**src/rtl/cpu_seq.sv**
```systemverilog
// cpu_seq: instruction sequencer for a small 6502 core.
// Fetches the reset vector, then opcodes and operands over a req/ack byte
// bus, and drives the regfile write port plus the next program counter.
// Outputs are combinational from the current state and latched bytes so
// that next_pc can follow mem_ack in the same cycle.
module cpu_seq #(
    parameter logic [15:0] RESET_VEC = 16'hFFFC,
    parameter int unsigned MAX_WAIT  = 8
) (
    input  logic        clk,
    input  logic        rst_n,
    output logic        mem_req,
    output logic [15:0] mem_addr,
    input  logic        mem_ack,
    input  logic [7:0]  mem_rdata,
    input  logic [15:0] pc,
    input  logic [7:0]  acc_reg,
    input  logic [7:0]  x_reg,
    input  logic [7:0]  y_reg,
    output logic [15:0] next_pc,
    output logic [7:0]  alu_hold_reg,
    output logic        wr_enable,
    output logic [1:0]  reg_dest,
    output logic        flag_we,
    output logic        flag_n,
    output logic        flag_z,
    output logic        sync,
    output logic        halted,
    output logic        bus_err
);

    // Wait counter must hold values 0..MAX_WAIT-1.
    localparam int unsigned WCW = (MAX_WAIT < 2) ? 1 : $clog2(MAX_WAIT + 1);
    localparam logic [WCW-1:0] WAIT_LAST = WCW'(MAX_WAIT - 1);
    localparam logic [WCW-1:0] WAIT_ZERO = WCW'(0);
    localparam logic [WCW-1:0] WAIT_ONE  = WCW'(1);

    localparam logic [15:0] VEC_HI_ADDR = RESET_VEC + 16'd1;

    // Regfile destinations
    localparam logic [1:0] DEST_A = 2'd0;
    localparam logic [1:0] DEST_X = 2'd1;
    localparam logic [1:0] DEST_Y = 2'd2;

    // Supported opcodes
    localparam logic [7:0] OP_LDA_IMM = 8'hA9;
    localparam logic [7:0] OP_LDX_IMM = 8'hA2;
    localparam logic [7:0] OP_LDY_IMM = 8'hA0;
    localparam logic [7:0] OP_TAX     = 8'hAA;
    localparam logic [7:0] OP_TAY     = 8'hA8;
    localparam logic [7:0] OP_TXA     = 8'h8A;
    localparam logic [7:0] OP_TYA     = 8'h98;
    localparam logic [7:0] OP_INX     = 8'hE8;
    localparam logic [7:0] OP_INY     = 8'hC8;
    localparam logic [7:0] OP_DEX     = 8'hCA;
    localparam logic [7:0] OP_DEY     = 8'h88;
    localparam logic [7:0] OP_JMP_ABS = 8'h4C;
    localparam logic [7:0] OP_JAM     = 8'h02;

    typedef enum logic [2:0] {
        ST_VEC_LO  = 3'd0,
        ST_VEC_HI  = 3'd1,
        ST_FETCH   = 3'd2,
        ST_OPND_LO = 3'd3,
        ST_OPND_HI = 3'd4,
        ST_EXEC    = 3'd5,
        ST_HALT    = 3'd6
    } state_e;

    // Result of the single execute cycle
    typedef struct packed {
        logic       wr;
        logic [1:0] dest;
        logic [7:0] data;
        logic       jump;
    } exec_t;

    state_e         state_q, state_d;
    logic [7:0]     opcode_q, opcode_d;
    logic [7:0]     lo_q, lo_d;
    logic [7:0]     hi_q, hi_d;
    logic [WCW-1:0] wait_cnt_q, wait_cnt_d;
    logic           bus_err_q, bus_err_d;
    exec_t          exec_s;

    // Decode an opcode needing an operand byte after the opcode.
    function automatic logic has_operand(input logic [7:0] op);
        logic r;
        case (op)
            OP_LDA_IMM, OP_LDX_IMM, OP_LDY_IMM, OP_JMP_ABS: r = 1'b1;
            default:                                        r = 1'b0;
        endcase
        return r;
    endfunction

    // Compute the regfile write (or jump) performed in the execute cycle.
    // Unlisted opcodes fall into the default arm and behave as NOP.
    function automatic exec_t exec_op(input logic [7:0] op,
                                      input logic [7:0] imm,
                                      input logic [7:0] a,
                                      input logic [7:0] x,
                                      input logic [7:0] y);
        exec_t r;
        r.wr   = 1'b0;
        r.dest = DEST_A;
        r.data = 8'h00;
        r.jump = 1'b0;
        case (op)
            OP_LDA_IMM: begin r.wr = 1'b1; r.dest = DEST_A; r.data = imm;        end
            OP_LDX_IMM: begin r.wr = 1'b1; r.dest = DEST_X; r.data = imm;        end
            OP_LDY_IMM: begin r.wr = 1'b1; r.dest = DEST_Y; r.data = imm;        end
            OP_TAX:     begin r.wr = 1'b1; r.dest = DEST_X; r.data = a;          end
            OP_TAY:     begin r.wr = 1'b1; r.dest = DEST_Y; r.data = a;          end
            OP_TXA:     begin r.wr = 1'b1; r.dest = DEST_A; r.data = x;          end
            OP_TYA:     begin r.wr = 1'b1; r.dest = DEST_A; r.data = y;          end
            OP_INX:     begin r.wr = 1'b1; r.dest = DEST_X; r.data = x + 8'd1;   end
            OP_INY:     begin r.wr = 1'b1; r.dest = DEST_Y; r.data = y + 8'd1;   end
            OP_DEX:     begin r.wr = 1'b1; r.dest = DEST_X; r.data = x - 8'd1;   end
            OP_DEY:     begin r.wr = 1'b1; r.dest = DEST_Y; r.data = y - 8'd1;   end
            OP_JMP_ABS: begin r.jump = 1'b1;                                     end
            default:    begin r.wr = 1'b0;                                       end
        endcase
        return r;
    endfunction

    // Execute-cycle result from latched opcode/operand and current registers.
    always_comb begin
        exec_s = exec_op(opcode_q, lo_q, acc_reg, x_reg, y_reg);
    end

    // Next-state, bus, regfile-port and timeout logic.
    always_comb begin
        state_d      = state_q;
        opcode_d     = opcode_q;
        lo_d         = lo_q;
        hi_d         = hi_q;
        wait_cnt_d   = wait_cnt_q;
        bus_err_d    = bus_err_q;
        mem_req      = 1'b0;
        mem_addr     = pc;
        next_pc      = pc;
        alu_hold_reg = 8'h00;
        wr_enable    = 1'b0;
        reg_dest     = DEST_A;
        flag_we      = 1'b0;
        sync         = 1'b0;
        halted       = 1'b0;

        case (state_q)
            ST_VEC_LO: begin
                mem_req  = 1'b1;
                mem_addr = RESET_VEC;
                if (mem_ack) begin
                    lo_d    = mem_rdata;
                    state_d = ST_VEC_HI;
                end else begin
                    state_d = ST_VEC_LO;
                end
            end
            ST_VEC_HI: begin
                mem_req  = 1'b1;
                mem_addr = VEC_HI_ADDR;
                if (mem_ack) begin
                    next_pc = {mem_rdata, lo_q};
                    state_d = ST_FETCH;
                end else begin
                    state_d = ST_VEC_HI;
                end
            end
            ST_FETCH: begin
                mem_req = 1'b1;
                sync    = 1'b1;
                if (mem_ack) begin
                    opcode_d = mem_rdata;
                    next_pc  = pc + 16'd1;
                    if (mem_rdata == OP_JAM) begin
                        state_d = ST_HALT;
                    end else if (has_operand(mem_rdata)) begin
                        state_d = ST_OPND_LO;
                    end else begin
                        state_d = ST_EXEC;
                    end
                end else begin
                    state_d = ST_FETCH;
                end
            end
            ST_OPND_LO: begin
                mem_req = 1'b1;
                if (mem_ack) begin
                    lo_d    = mem_rdata;
                    next_pc = pc + 16'd1;
                    if (opcode_q == OP_JMP_ABS) begin
                        state_d = ST_OPND_HI;
                    end else begin
                        state_d = ST_EXEC;
                    end
                end else begin
                    state_d = ST_OPND_LO;
                end
            end
            ST_OPND_HI: begin
                mem_req = 1'b1;
                if (mem_ack) begin
                    hi_d    = mem_rdata;
                    next_pc = pc + 16'd1;
                    state_d = ST_EXEC;
                end else begin
                    state_d = ST_OPND_HI;
                end
            end
            ST_EXEC: begin
                wr_enable    = exec_s.wr;
                flag_we      = exec_s.wr;
                reg_dest     = exec_s.dest;
                alu_hold_reg = exec_s.data;
                if (exec_s.jump) begin
                    next_pc = {hi_q, lo_q};
                end else begin
                    next_pc = pc;
                end
                state_d = ST_FETCH;
            end
            ST_HALT: begin
                halted  = 1'b1;
                state_d = ST_HALT;
            end
            default: begin
                state_d = ST_VEC_LO;
            end
        endcase

        // Bus timeout: an ack arriving on the cycle that would hit the limit wins.
        if (mem_req) begin
            if (mem_ack) begin
                wait_cnt_d = WAIT_ZERO;
            end else if (wait_cnt_q >= WAIT_LAST) begin
                wait_cnt_d = WAIT_ZERO;
                bus_err_d  = 1'b1;
                state_d    = ST_HALT;
            end else begin
                wait_cnt_d = wait_cnt_q + WAIT_ONE;
            end
        end else begin
            wait_cnt_d = WAIT_ZERO;
        end
    end

    // Flags follow the write data directly.
    always_comb begin
        flag_n  = alu_hold_reg[7];
        flag_z  = (alu_hold_reg == 8'h00);
        bus_err = bus_err_q;
    end

    // State and latched-byte registers; reset returns to the vector fetch.
    always_ff @(posedge clk or negedge rst_n) begin
        if (!rst_n) begin
            state_q    <= ST_VEC_LO;
            opcode_q   <= 8'h00;
            lo_q       <= 8'h00;
            hi_q       <= 8'h00;
            wait_cnt_q <= WAIT_ZERO;
            bus_err_q  <= 1'b0;
        end else begin
            state_q    <= state_d;
            opcode_q   <= opcode_d;
            lo_q       <= lo_d;
            hi_q       <= hi_d;
            wait_cnt_q <= wait_cnt_d;
            bus_err_q  <= bus_err_d;
        end
    end

endmodule

```
**config.mk**
```make
export PLATFORM = sky130hd
export DESIGN_NAME = cpu_seq
export DESIGN_NICKNAME = d
export VERILOG_FILES = /design/src/rtl/cpu_seq.sv
export SDC_FILE = /design/constraint.sdc
export NUM_CORES = 1
export LEC_CHECK = 0
export ABC_CLOCK_PERIOD_IN_PS = 4100
export BUFFER_PORTS_ARGS = -buffer_cell sky130_fd_sc_hd__buf_4
export CORE_MARGIN = 2
export CORE_UTILIZATION = 53
export DETAILED_ROUTE_END_ITERATION = 10
export GPL_ROUTABILITY_DRIVEN = 0
export PLACE_DENSITY = 0.92
export SYNTH_ARGS = -nofsm -noshare
export SYNTH_HDL_FRONTEND = slang
export SYNTH_SLANG_ARGS = --single-unit
```
**constraint.sdc**
```tcl
create_clock -name clk -period 4.1 [get_ports clk]
set_input_delay 0.615 -clock clk [delete_from_list [all_inputs] [get_ports clk]]
set_output_delay 0.615 -clock clk [all_outputs]
set_load 0.005 [all_outputs]
```
### Word level (Yosys, flattened, before mapping)

Index checks and enable logic that the tools add are counted.

* bits in registers: 32
* input port bits: 51
* output and inout bits: 50
* logic and storage cells: 81

* add/sub/neg operators: 6
* magnitude comparators: 1
* eq/ne operators: 23
* mux-type cells: 33
* bitwise logic cells: 1
* reduce and logical (&&, ||, !) cells: 11

Operators with widths (number)
* $eq 8x8->1 const B: 14
* $pmux 10 s11: 1
* $mux 16: 3
* $pmux 16 s3: 1
* $pmux 16 s2: 1
* $mux 3: 7
* $pmux 3 s7: 1
* $add 16x1->16 const B: 1
* $add 8x1->8 const B: 2
* $eq 8x7->1 const B: 2
* $sub 8x1->8 const B: 2
* $mux 1: 13
* $mux 4: 3
* $reduce_or 11->1: 1
* $eq 3x3->1 const B: 3
* $eq 8x2->1 const B: 1
* $logic_not 8->1: 1
* $mux 8: 1
* $eq 3x2->1 const B: 2
* $reduce_and 2->1: 3
* $reduce_or 5->1: 1
* $add 4x1->4 const B: 1
* $ge 4x3->1 const B: 1
* $mux 2: 2
* 7 further kinds: 7

### Logic depth before layout (Yosys ltp)

Gate-level depths: netlist of the first run.

* depth after elaboration: 13
* mapped depth: 13
* depth with buffers taken out: 11

### Least setup slack after synthesis of the first run

OpenSTA, ideal clock, no wires.

* path kind: reg-to-output
* start point: register opcode_q[0]
* end point: output port flag_z
* data arrival time: 2.908 ns
* data required time: 3.485 ns
* slack: 0.577 ns
* cell stages (with the launch flop): 14
* path buffers: 2
* cell sequence: dfrtp_1 buf_2 buf_2 nor4b_4 nand2_2 inv_1 ha_1 a31oi_1 o22ai_1 a31oi_1 mux2i_1 o31ai_1 o2111ai_1 nor4_2

* longest elaborated chain between the ends: 4
* elaborated cells between the ends (all ways): 14
* classes of those cells: 11 x eq/ne; 2 x mux; 1 x reduce/logical

RTL lines
* start: declaration: line 79 `logic [7:0] opcode_q, opcode_d;`
* start signal: assignment: line 266 `opcode_q <= opcode_d;`
* $eq 8x8->1: line 108 `case (op)`
* $pmux 10 s11 (*): line 108
* $mux 8 (*): line 149 `case (state_q)`
* $logic_not 8->1 (*): line 251 `flag_z = (alu_hold_reg == 8'h00);`
* end: declaration: line 26 `output logic flag_z,`

Mark *: on every way between the ends. The rest lies on a longest branch, timed or not.

### Worst setup path in the final report of the first run

* start point: register opcode_q[5]
* end point: output port flag_z

Same word-level chain as after synthesis.

==> impl_results.html, run 1 <==
<table>
<tr><th>Metric</th><th>Value</th></tr>
<tr><th colspan="2">Finish</th></tr>
<tr><td>Fraction of layout instances using a drive strength above 1</td><td>34.3%</td></tr>
<tr><td>Post-Layout Cell Count</td><td>slightly above 600</td></tr>
<tr><td>Layout overhead on the synthesized area</td><td>27.0%</td></tr>
<tr><td>Post-layout net count</td><td>~590</td></tr>
<tr><td>Diode insertion count for antenna repair</td><td>0</td></tr>
<tr><th colspan="2">Detailed routing</th></tr>
<tr><td>Total routed wirelength</td><td>approximately 12 mm</td></tr>
<tr><td>Iteration-0 DRC count of the detailed router</td><td>371</td></tr>
<tr><td>DRC viols</td><td>0</td></tr>
<tr><td>Detailed-route vias per instance</td><td>between 6 and 7</td></tr>
<tr><td>1st-pass router iterations</td><td>5</td></tr>
<tr><td>Final ANT Viol Nets</td><td>0</td></tr>
<tr><td>Detail-routed net length per standard cell</td><td>between 15 and 20 microns</td></tr>
<tr><td>Number of vias in the routed layout</td><td>4160</td></tr>
<tr><th colspan="2">Power and ir drop</th></tr>
<tr><td>Power per unit of standard cell area</td><td>around 550 nW/um^2</td></tr>
<tr><td>VDD IR max</td><td>approximately 0.56 mV</td></tr>
<tr><td>Power Total</td><td>between 0.002 and 0.0025 W</td></tr>
<tr><td>Static Leak</td><td>1.91 nW</td></tr>
<tr><th colspan="2">Synthesis</th></tr>
<tr><td>Area of the mapped netlist</td><td>between 3000 and 4000 sq um</td></tr>
<tr><td>Synth unique cells</td><td>72</td></tr>
<tr><td>Adder-cell area share of the yosys netlist</td><td>about 3.2%</td></tr>
<tr><td>Yosys top cell by area</td><td>dfrtp_1</td></tr>
<tr><td>Part of the Yosys area used for sequential elements</td><td>between 20% and 30%</td></tr>
<tr><td>Mux contribution to synthesized area</td><td>9.83%</td></tr>
<tr><td>Cell with the most instances after synthesis</td><td>nand2_1</td></tr>
<tr><td>Xor-xnor portion of the synthesized cell area</td><td>3.01%</td></tr>
<tr><td>Cells taking the most area after synthesis</td><td>dfrtp_1, mux2_2, nand2_1, nor2_1, o21ai_0</td></tr>
<tr><td>Compound-cell area share of the yosys netlist</td><td>between 20% and 30%</td></tr>
<tr><td>Number of warnings issued by yosys</td><td>0</td></tr>
<tr><td>Post-synthesis net count</td><td>500</td></tr>
<tr><td>Count of state elements after synthesis</td><td>32</td></tr>
<tr><td>Number of synthesized flops with an enable pin</td><td>0</td></tr>
<tr><td>Commonest cells in the synthesized netlist</td><td>nand2_1, nor2_1, dfrtp_1, o21ai_0, mux2_2</td></tr>
<tr><td>Mean post-synth cell area</td><td>about 8 sq um</td></tr>
<tr><td>Area fraction in and, or, nand and nor cells after synthesis</td><td>28.3%</td></tr>
<tr><td>Fraction of post-synthesis cell area in the top cell type by area</td><td>roughly 23%</td></tr>
<tr><td>Number of instances in the synthesized netlist</td><td>between 400 and 500</td></tr>
<tr><td>Fraction of synthesis flops using an asynchronous set or reset pin</td><td>100%</td></tr>
<tr><td>Top_reg_cell synth</td><td>dfrtp_1</td></tr>
<tr><td>Main combinational cell family by area after synthesis</td><td>simple AND/OR/NAND/NOR gates</td></tr>
<tr><th colspan="2">Timing</th></tr>
<tr><td>Part of the cycle the worst path needs</td><td>between 90% and 100%</td></tr>
<tr><td>Hold violation total from the final report</td><td>0</td></tr>
<tr><td>Final setup violation count</td><td>0</td></tr>
<tr><td>Slew at the pin closest to its max-slew limit</td><td>0.801 ns</td></tr>
<tr><td>Relative slew slack</td><td>46.1%</td></tr>
<tr><td>Clock period minus worst slack</td><td>between 3 and 4 ns</td></tr>
<tr><td>Number of pins exceeding their max-slew limit in the final report</td><td>0</td></tr>
<tr><td>Highest clock frequency the design can meet</td><td>~260 MHz</td></tr>
<tr><td>Total negative setup slack</td><td>0 ns</td></tr>
<tr><td>Clock tree skew after final layout</td><td>~0.0093 ns</td></tr>
<tr><th colspan="2">Floorplan</th></tr>
<tr><td>Boundary pin count</td><td>approximately 100</td></tr>
<tr><td>Initial core utilization</td><td>between 50% and 60%</td></tr>
<tr><td>Height of the die</td><td>around 85 microns</td></tr>
<tr><td>Number of cell rows</td><td>29</td></tr>
<tr><td>Die Footprint</td><td>~7200 sq um</td></tr>
<tr><td>Placeable core region</td><td>about 6300 sq um</td></tr>
<tr><td>Die width</td><td>85.1 microns</td></tr>
<tr><th colspan="2">Worst setup path</th></tr>
<tr><td>Critical path launch point type</td><td>flip-flop</td></tr>
<tr><td>Worst Reg-to-Reg Cells</td><td>3</td></tr>
<tr><td>Worst-path maximum fanout</td><td>9</td></tr>
<tr><td>Data arrival time of the critical path</td><td>between 3 and 4 ns</td></tr>
<tr><td>Critical Path End Type</td><td>output port</td></tr>
<tr><td>Destination of the worst register-to-register timing path</td><td>hi_q[2]</td></tr>
<tr><td>Register-to-register path setup slack</td><td>1.96 ns</td></tr>
<tr><td>Critical path origin</td><td>opcode_q[5]</td></tr>
<tr><td>Kind of critical path</td><td>reg -&gt; out</td></tr>
<tr><td>Data required time of the worst path</td><td>3.48 ns</td></tr>
<tr><td>Endpoint of the most critical setup path</td><td>flag_z</td></tr>
<tr><td>Start of the worst register-to-register path</td><td>state_q[0]</td></tr>
<tr><th colspan="2">CTS</th></tr>
<tr><td>Clock root buffer</td><td>clkbuf_8</td></tr>
<tr><td>Number of clock sinks</td><td>32</td></tr>
<tr><td>CTS buffer count</td><td>5</td></tr>
<tr><td>Number of buffers on the longest clock path</td><td>2</td></tr>
<tr><td>Clock tree from TritonCTS</td><td>built</td></tr>
<tr><td>Clock transition at the registers of the reported paths</td><td>0.07 ns</td></tr>
<tr><td>Post-CTS Hold Buffers</td><td>0</td></tr>
<tr><td>H-tree Lvls</td><td>2</td></tr>
<tr><td>Latest clock arrival within the worst-skew pair</td><td>0.29 ns</td></tr>
<tr><th colspan="2">GRT</th></tr>
<tr><td>Antenna violations before repair</td><td>0</td></tr>
<tr><td>Maximum number of pins on one net before global-route repair</td><td>33</td></tr>
<tr><td>Overall track demand over capacity in global routing</td><td>around a third</td></tr>
<tr><td>Global-route wire length before repair</td><td>around 19 mm</td></tr>
<tr><td>Grt total ovfl</td><td>0</td></tr>
<tr><td>Vias in the first global route</td><td>3860</td></tr>
<tr><th colspan="2">Placement</th></tr>
<tr><td>Post-DP HPWL</td><td>between 8 and 9 mm</td></tr>
<tr><td>Cell Count Post-Placement</td><td>about 600</td></tr>
<tr><td>IO Port Bufs</td><td>100</td></tr>
<tr><th colspan="2">Status</th></tr>
<tr><td>Status</td><td>completed</td></tr>
<tr><th colspan="2">Min path</th></tr>
<tr><td>Type of the worst min-delay path</td><td>in -&gt; async</td></tr>
<tr><th colspan="2">Job</th></tr>
<tr><td>Count of max-cap constraint violations</td><td>0</td></tr>
</table>
-- cells by family after synthesis --
group / Yosys count
AND/OR/NAND/NOR: 180
multiplexers: 31
XOR/XNOR: 12
flip-flops: 32
AO/OA/AOI/OAI: 136
adder cells (fa/ha/maj): 9
buffers and inverters: 40
-- power by group --
part | internal (W) | switching [W]
sequential | 0.000463 | 0.000207
combinational | 0.000743 | 0.000753
clock | 0.000137 | 0.000115
total | 0.00134 | 0.00108
-- cells in the final DEF (no fill, tap or decap), types with 4 or more instances in the layout --
cell type  synthesis  routed
nor3_1             9       9
a21o_1             4       4
nor2b_1            7       7
o211ai_1           4       4
mux2_2            26      26
nor4_1            12      12
o2111ai_1          4       4
o311ai_0           4       4
nand4_1            5       5
a221o_1            5       5
inv_1             11      11
mux2i_1            5       5
a31oi_1           10       9
buf_4              2     114
nor2_1            36      36
dfrtp_1           32      30
and3_1             4       4
nand2_1           44      43
and2_1             5       5
xnor2_1            9       9
nand2b_1           4       4
or2_2             18      18
a21oi_1           20      20
ha_1               9       9
o22ai_1            6       6
clkbuf_8           0       6
or3_1              4       4
o21ai_0           27      27
a22oi_1           16      16
nand3_1           10      10
-- state kept, by name, summed over array words and instances, names as in the netlist --
| name | cells |
|---|---|
| opcode_q | 8 |
| bus_err | 1 |
| lo_q | 8 |
| hi_q | 8 |
| state_q | 3 |
| wait_cnt_q | 4 |
-- metal layers --
layer	GRT usage, %	vias up	part of all wire (%)
met4	17.9	0	5.7
met2	53.1	337	47
met3	4.96	68	10
met5	0	-	0
met1	39.1	1889	37
li1	-	1866	-
-- through the flow --
| stage | setup slack [ns] | cell area [sq um] | hold WS [ns] | utilization, % |
|---|---|---|---|---|
| 2_1_floorplan | 0.577 | 3490 | 0.319 | - |
| 4_1_cts | 0.0387 | 4380 | 0.267 | 68.9 |
| 3_5_place_dp | 0.168 | 4280 | 0.463 | 67.4 |
| 3_3_place_gp | 0.324 | 4280 | 0.444 | 67.4 |
| 6_report | 0.195 | 4430 | 0.256 | 69.8 |
| 5_1_grt | -0.0529 | 4430 | 0.287 | 69.8 |
-- layout make-up --
class                           count  area [sq um]
Multi-Input combinational cell    368          2540
Fill cell                         506          1920
Timing Repair Buffer              114           856
Sequential cell                    32           803
Tap cell                           77          96.3
Clock buffer                        8          90.1
Inverter                           12          45.0
-- worst min path at each step --
stage	from	end	cells after the start
global route	rst_n	bus_err	1
global placement	wait_cnt_q[0]	wait_cnt_q[0]	1
finish	rst_n	hi_q[6]	1
detailed placement	bus_err	bus_err	1
CTS	rst_n	hi_q[1]	1
floorplan	rst_n	bus_err	0
-- repair_timing --
item,CTS,global route
buffers inserted,1,4
resized for setup,0,7
endpoints found under the setup margin,1,3
-- worst max-delay path, cell delays in order (launching register included) --
cell and delay, ns:
dfrtp_1 0.48, nor4b_4 0.38, nand2_2 0.21, inv_1 0.16, ha_1 0.33, a31oi_2 0.24, o22ai_1 0.11, a31oi_1 0.22
mux2i_1 0.12, o31ai_2 0.29, o2111ai_1 0.16, nor4_2 0.15, buf_4 0.14
No activity file was read; power rests on OpenSTA's default activity.
==> run 2, diff against run 1 <==
Settings changed: ABC_AREA set to 0, SETUP_SLACK_MARGIN set to 0.4.
==> impl_results.html, run 2 (synthesized netlist as in run 1, its figures left out) <==
<table>
<tr><th>Metric</th><th>Value</th></tr>
<tr><th colspan="2">Worst setup path</th></tr>
<tr><td>Cell class contributing the biggest share of worst-path delay</td><td>simple AND/OR/NAND/NOR gates</td></tr>
<tr><td>Kind of critical path</td><td>reg -&gt; out</td></tr>
<tr><td>Delay of the slowest cell on the worst path</td><td>0.62 ns (+0.14 ns)</td></tr>
<tr><td>Destination of the worst register-to-register timing path</td><td>hi_q[2]</td></tr>
<tr><td>Cell type of the slowest stage on the worst timing path</td><td>or4b_4</td></tr>
<tr><td>Cell Chain, Critical Path</td><td>buf_4 &gt; or4b_4 &gt; nor4_1 &gt; o2111ai_1 &gt; o2111ai_1 &gt; mux2i_1 &gt; a31oi_2 &gt; nor4_2 &gt; buf_4</td></tr>
<tr><td>Worst-path maximum fanout</td><td>14 (+5)</td></tr>
<tr><td>Bufs and invs on worst path</td><td>2 (unchanged)</td></tr>
<tr><td>Critical Path End Type</td><td>output port</td></tr>
<tr><td>Start of the worst register-to-register path</td><td>state_q[0]</td></tr>
<tr><td>Register-to-register path setup slack</td><td>1.95 ns (about the same)</td></tr>
<tr><td>Critical path launch point type</td><td>flip-flop</td></tr>
<tr><td>Data required time of the worst path</td><td>3.48 ns (about the same)</td></tr>
<tr><td>Data arrival time of the critical path</td><td>3.12 ns (-0.17 ns)</td></tr>
<tr><td>Worst Reg-to-Reg Cells</td><td>3 (unchanged)</td></tr>
<tr><th colspan="2">Finish</th></tr>
<tr><td>Fill cell total of the finished layout</td><td>464 (-8.3%)</td></tr>
<tr><td>Leading cell type in the layout, fill and taps excluded</td><td>buf_4</td></tr>
<tr><td>Leading registers by flop count</td><td>hi_q (8), lo_q (8), opcode_q (8)</td></tr>
<tr><td>Diode insertion count for antenna repair</td><td>0 (unchanged)</td></tr>
<tr><td>Post-layout net count</td><td>607 (+2.4%)</td></tr>
<tr><td>Commonest non-fill, non-tap cells in the layout</td><td>buf_4, nand2_1, nor2_1</td></tr>
<tr><td>Fraction of layout instances using a drive strength above 1</td><td>39.6% (+5.3 points)</td></tr>
<tr><td>Final std cell area, no fill</td><td>4650 sq um (+5.0%)</td></tr>
<tr><td>Layout overhead on the synthesized area</td><td>33.4%</td></tr>
<tr><th colspan="2">Timing</th></tr>
<tr><td>Clock period minus worst slack</td><td>3.73 ns (-0.173 ns)</td></tr>
<tr><td>Relative slew slack</td><td>46.2% (+0.079 points)</td></tr>
<tr><td>Total negative setup slack</td><td>0 ns (unchanged)</td></tr>
<tr><td>Part of the cycle the worst path needs</td><td>91.0% (-4.2 points)</td></tr>
<tr><td>Final setup violation count</td><td>0 (unchanged)</td></tr>
<tr><td>Number of pins exceeding their max-slew limit in the final report</td><td>0 (unchanged)</td></tr>
<tr><td>Setup repair after global routing missed its margin</td><td>true</td></tr>
<tr><td>Slew at the pin closest to its max-slew limit</td><td>0.800 ns (-0.00117 ns)</td></tr>
<tr><td>Highest clock frequency the design can meet</td><td>268 MHz (+4.6%)</td></tr>
<tr><td>Hold violation total from the final report</td><td>0 (unchanged)</td></tr>
<tr><td>Clock tree skew after final layout</td><td>0.00944 ns (+0.000107 ns)</td></tr>
<tr><th colspan="2">Job</th></tr>
<tr><td>Count of max-cap constraint violations</td><td>0 (unchanged)</td></tr>
<tr><th colspan="2">Detailed routing</th></tr>
<tr><td>Final ANT Viol Nets</td><td>0 (unchanged)</td></tr>
<tr><td>Detail-routed net length per standard cell</td><td>19.7 microns (+2.9%)</td></tr>
<tr><td>Detailed-route vias per instance</td><td>6.82 (+0.23%)</td></tr>
<tr><td>Number of vias in the routed layout</td><td>4265 (+2.5%)</td></tr>
<tr><td>1st-pass router iterations</td><td>7 (+2)</td></tr>
<tr><td>Iteration-0 DRC count of the detailed router</td><td>335 (-9.7%)</td></tr>
<tr><td>Total routed wirelength</td><td>12.3 mm (+5.2%)</td></tr>
<tr><td>DRC viols</td><td>0 (unchanged)</td></tr>
<tr><th colspan="2">GRT</th></tr>
<tr><td>Maximum number of pins on one net before global-route repair</td><td>33 (unchanged)</td></tr>
<tr><td>Overall track demand over capacity in global routing</td><td>32.6% (+0.81 points)</td></tr>
<tr><td>Antenna violations before repair</td><td>0 (unchanged)</td></tr>
<tr><td>Grt total ovfl</td><td>0 (unchanged)</td></tr>
<tr><td>Global-route wire length before repair</td><td>19.2 mm (+2.5%)</td></tr>
<tr><td>Vias in the first global route</td><td>3939 (+2.0%)</td></tr>
<tr><th colspan="2">Floorplan</th></tr>
<tr><td>Initial core utilization</td><td>54.9% (unchanged)</td></tr>
<tr><td>Die Footprint</td><td>7250 sq um (unchanged)</td></tr>
<tr><td>Boundary pin count</td><td>101 (unchanged)</td></tr>
<tr><td>Die width</td><td>85.1 microns (unchanged)</td></tr>
<tr><td>Height of the die</td><td>85.1 microns (unchanged)</td></tr>
<tr><td>Placeable core region</td><td>6350 sq um (unchanged)</td></tr>
<tr><td>Number of cell rows</td><td>29 (unchanged)</td></tr>
<tr><th colspan="2">Power and ir drop</th></tr>
<tr><td>VDD IR max</td><td>0.558 mV (+0.21%)</td></tr>
<tr><td>Power per unit of standard cell area</td><td>540 nW/um^2 (-1.1%)</td></tr>
<tr><td>Static Leak</td><td>1.99 nW (+4.0%)</td></tr>
<tr><th colspan="2">CTS</th></tr>
<tr><td>H-tree Lvls</td><td>2 (unchanged)</td></tr>
<tr><td>Latest clock arrival within the worst-skew pair</td><td>0.29 ns (about the same)</td></tr>
<tr><td>Clock tree from TritonCTS</td><td>built</td></tr>
<tr><td>CTS buffer count</td><td>5 (unchanged)</td></tr>
<tr><td>Number of clock sinks</td><td>32 (unchanged)</td></tr>
<tr><td>Clock transition at the registers of the reported paths</td><td>0.06 ns (about the same)</td></tr>
<tr><td>Post-CTS Hold Buffers</td><td>0 (unchanged)</td></tr>
<tr><td>Number of buffers on the longest clock path</td><td>2 (unchanged)</td></tr>
<tr><td>Clock root buffer</td><td>clkbuf_8</td></tr>
<tr><th colspan="2">Status</th></tr>
<tr><td>Status</td><td>completed</td></tr>
<tr><th colspan="2">Placement</th></tr>
<tr><td>IO Port Bufs</td><td>100 (unchanged)</td></tr>
<tr><td>Placement Cell Area</td><td>4280 sq um (unchanged)</td></tr>
<tr><td>Post-DP HPWL</td><td>8.75 mm (unchanged)</td></tr>
<tr><th colspan="2">Min path</th></tr>
<tr><td>Type of the worst min-delay path</td><td>in -&gt; async</td></tr>
</table>
-- run 2: changes by cell type in the layout (fill, tap and decap cells not counted), sizes merged --
cell and change:
buf +14
-- run 2: cell type report --
class | count | area [sq um] | share of cell area (%)
tap | 77 | 96.3 | 2.07
inverter | 12 | 45.0 | 0.968
clock buffer | 8 | 90.1 | 1.94
multi-input combinational | 368 | 2650 | 57.0
sequential | 32 | 806 | 17.3
timing repair buffer | 128 | 965 | 20.7
-- run 2: power breakdown --
group          total (W)  internal [W]  switching (W)
Clock           0.000250      0.000137       0.000113
Combinational    0.00160      0.000794       0.000809
Sequential      0.000659      0.000465       0.000194
Total            0.00251       0.00140        0.00112
-- run 2: repair_timing --
item | CTS | global route
gates cloned | 0 | 0
resized for setup | 11 | 22
endpoints found under the setup margin | 7 | 4
setup buffers | 12 | 7
pin swaps | 7 | 7
-- run 2: worst max path at each step --
stage | cells after the start | end | slack (ns) | from
3_5_place_dp | 12 | flag_z | 0.17 | opcode_q[1]
6_report | 9 | flag_z | 0.37 | opcode_q[0]
5_1_grt | 12 | flag_z | 0.27 | opcode_q[5]
3_3_place_gp | 12 | flag_z | 0.32 | opcode_q[1]
4_1_cts | 12 | flag_z | 0.37 | opcode_q[0]
2_1_floorplan | 13 | flag_z | 0.58 | opcode_q[0]
-- run 2: routing by layer --
layer	global-route usage, %	routed length, microns
met2	54.0	5810
met3	5.06	1250
met5	0	0
met4	19.3	755
met1	40.1	4520
-- run 2: worst reg2reg max path: stages (launching register included) --
cell and delay [ns]:
dfrtp_1 0.51, or3b_2 0.53, nor2_1 0.59, mux2_2 0.42
-- run 2: stage by stage --
stage | setup WS [ns] | hold WS, ns | instances | total power (W) | util, %
after floorplan | 0.577 | 0.319 | 440 | 0.00153 | -
after global placement | 0.324 | 0.444 | 598 | 0.00202 | 67.4
after detailed placement | 0.168 | 0.463 | 598 | 0.00209 | 67.4
after CTS | 0.369 | 0.267 | 618 | 0.00241 | 70.9
after global routing | 0.266 | 0.285 | 625 | 0.00267 | 73.3
final | 0.368 | 0.256 | 625 | 0.00251 | 73.3
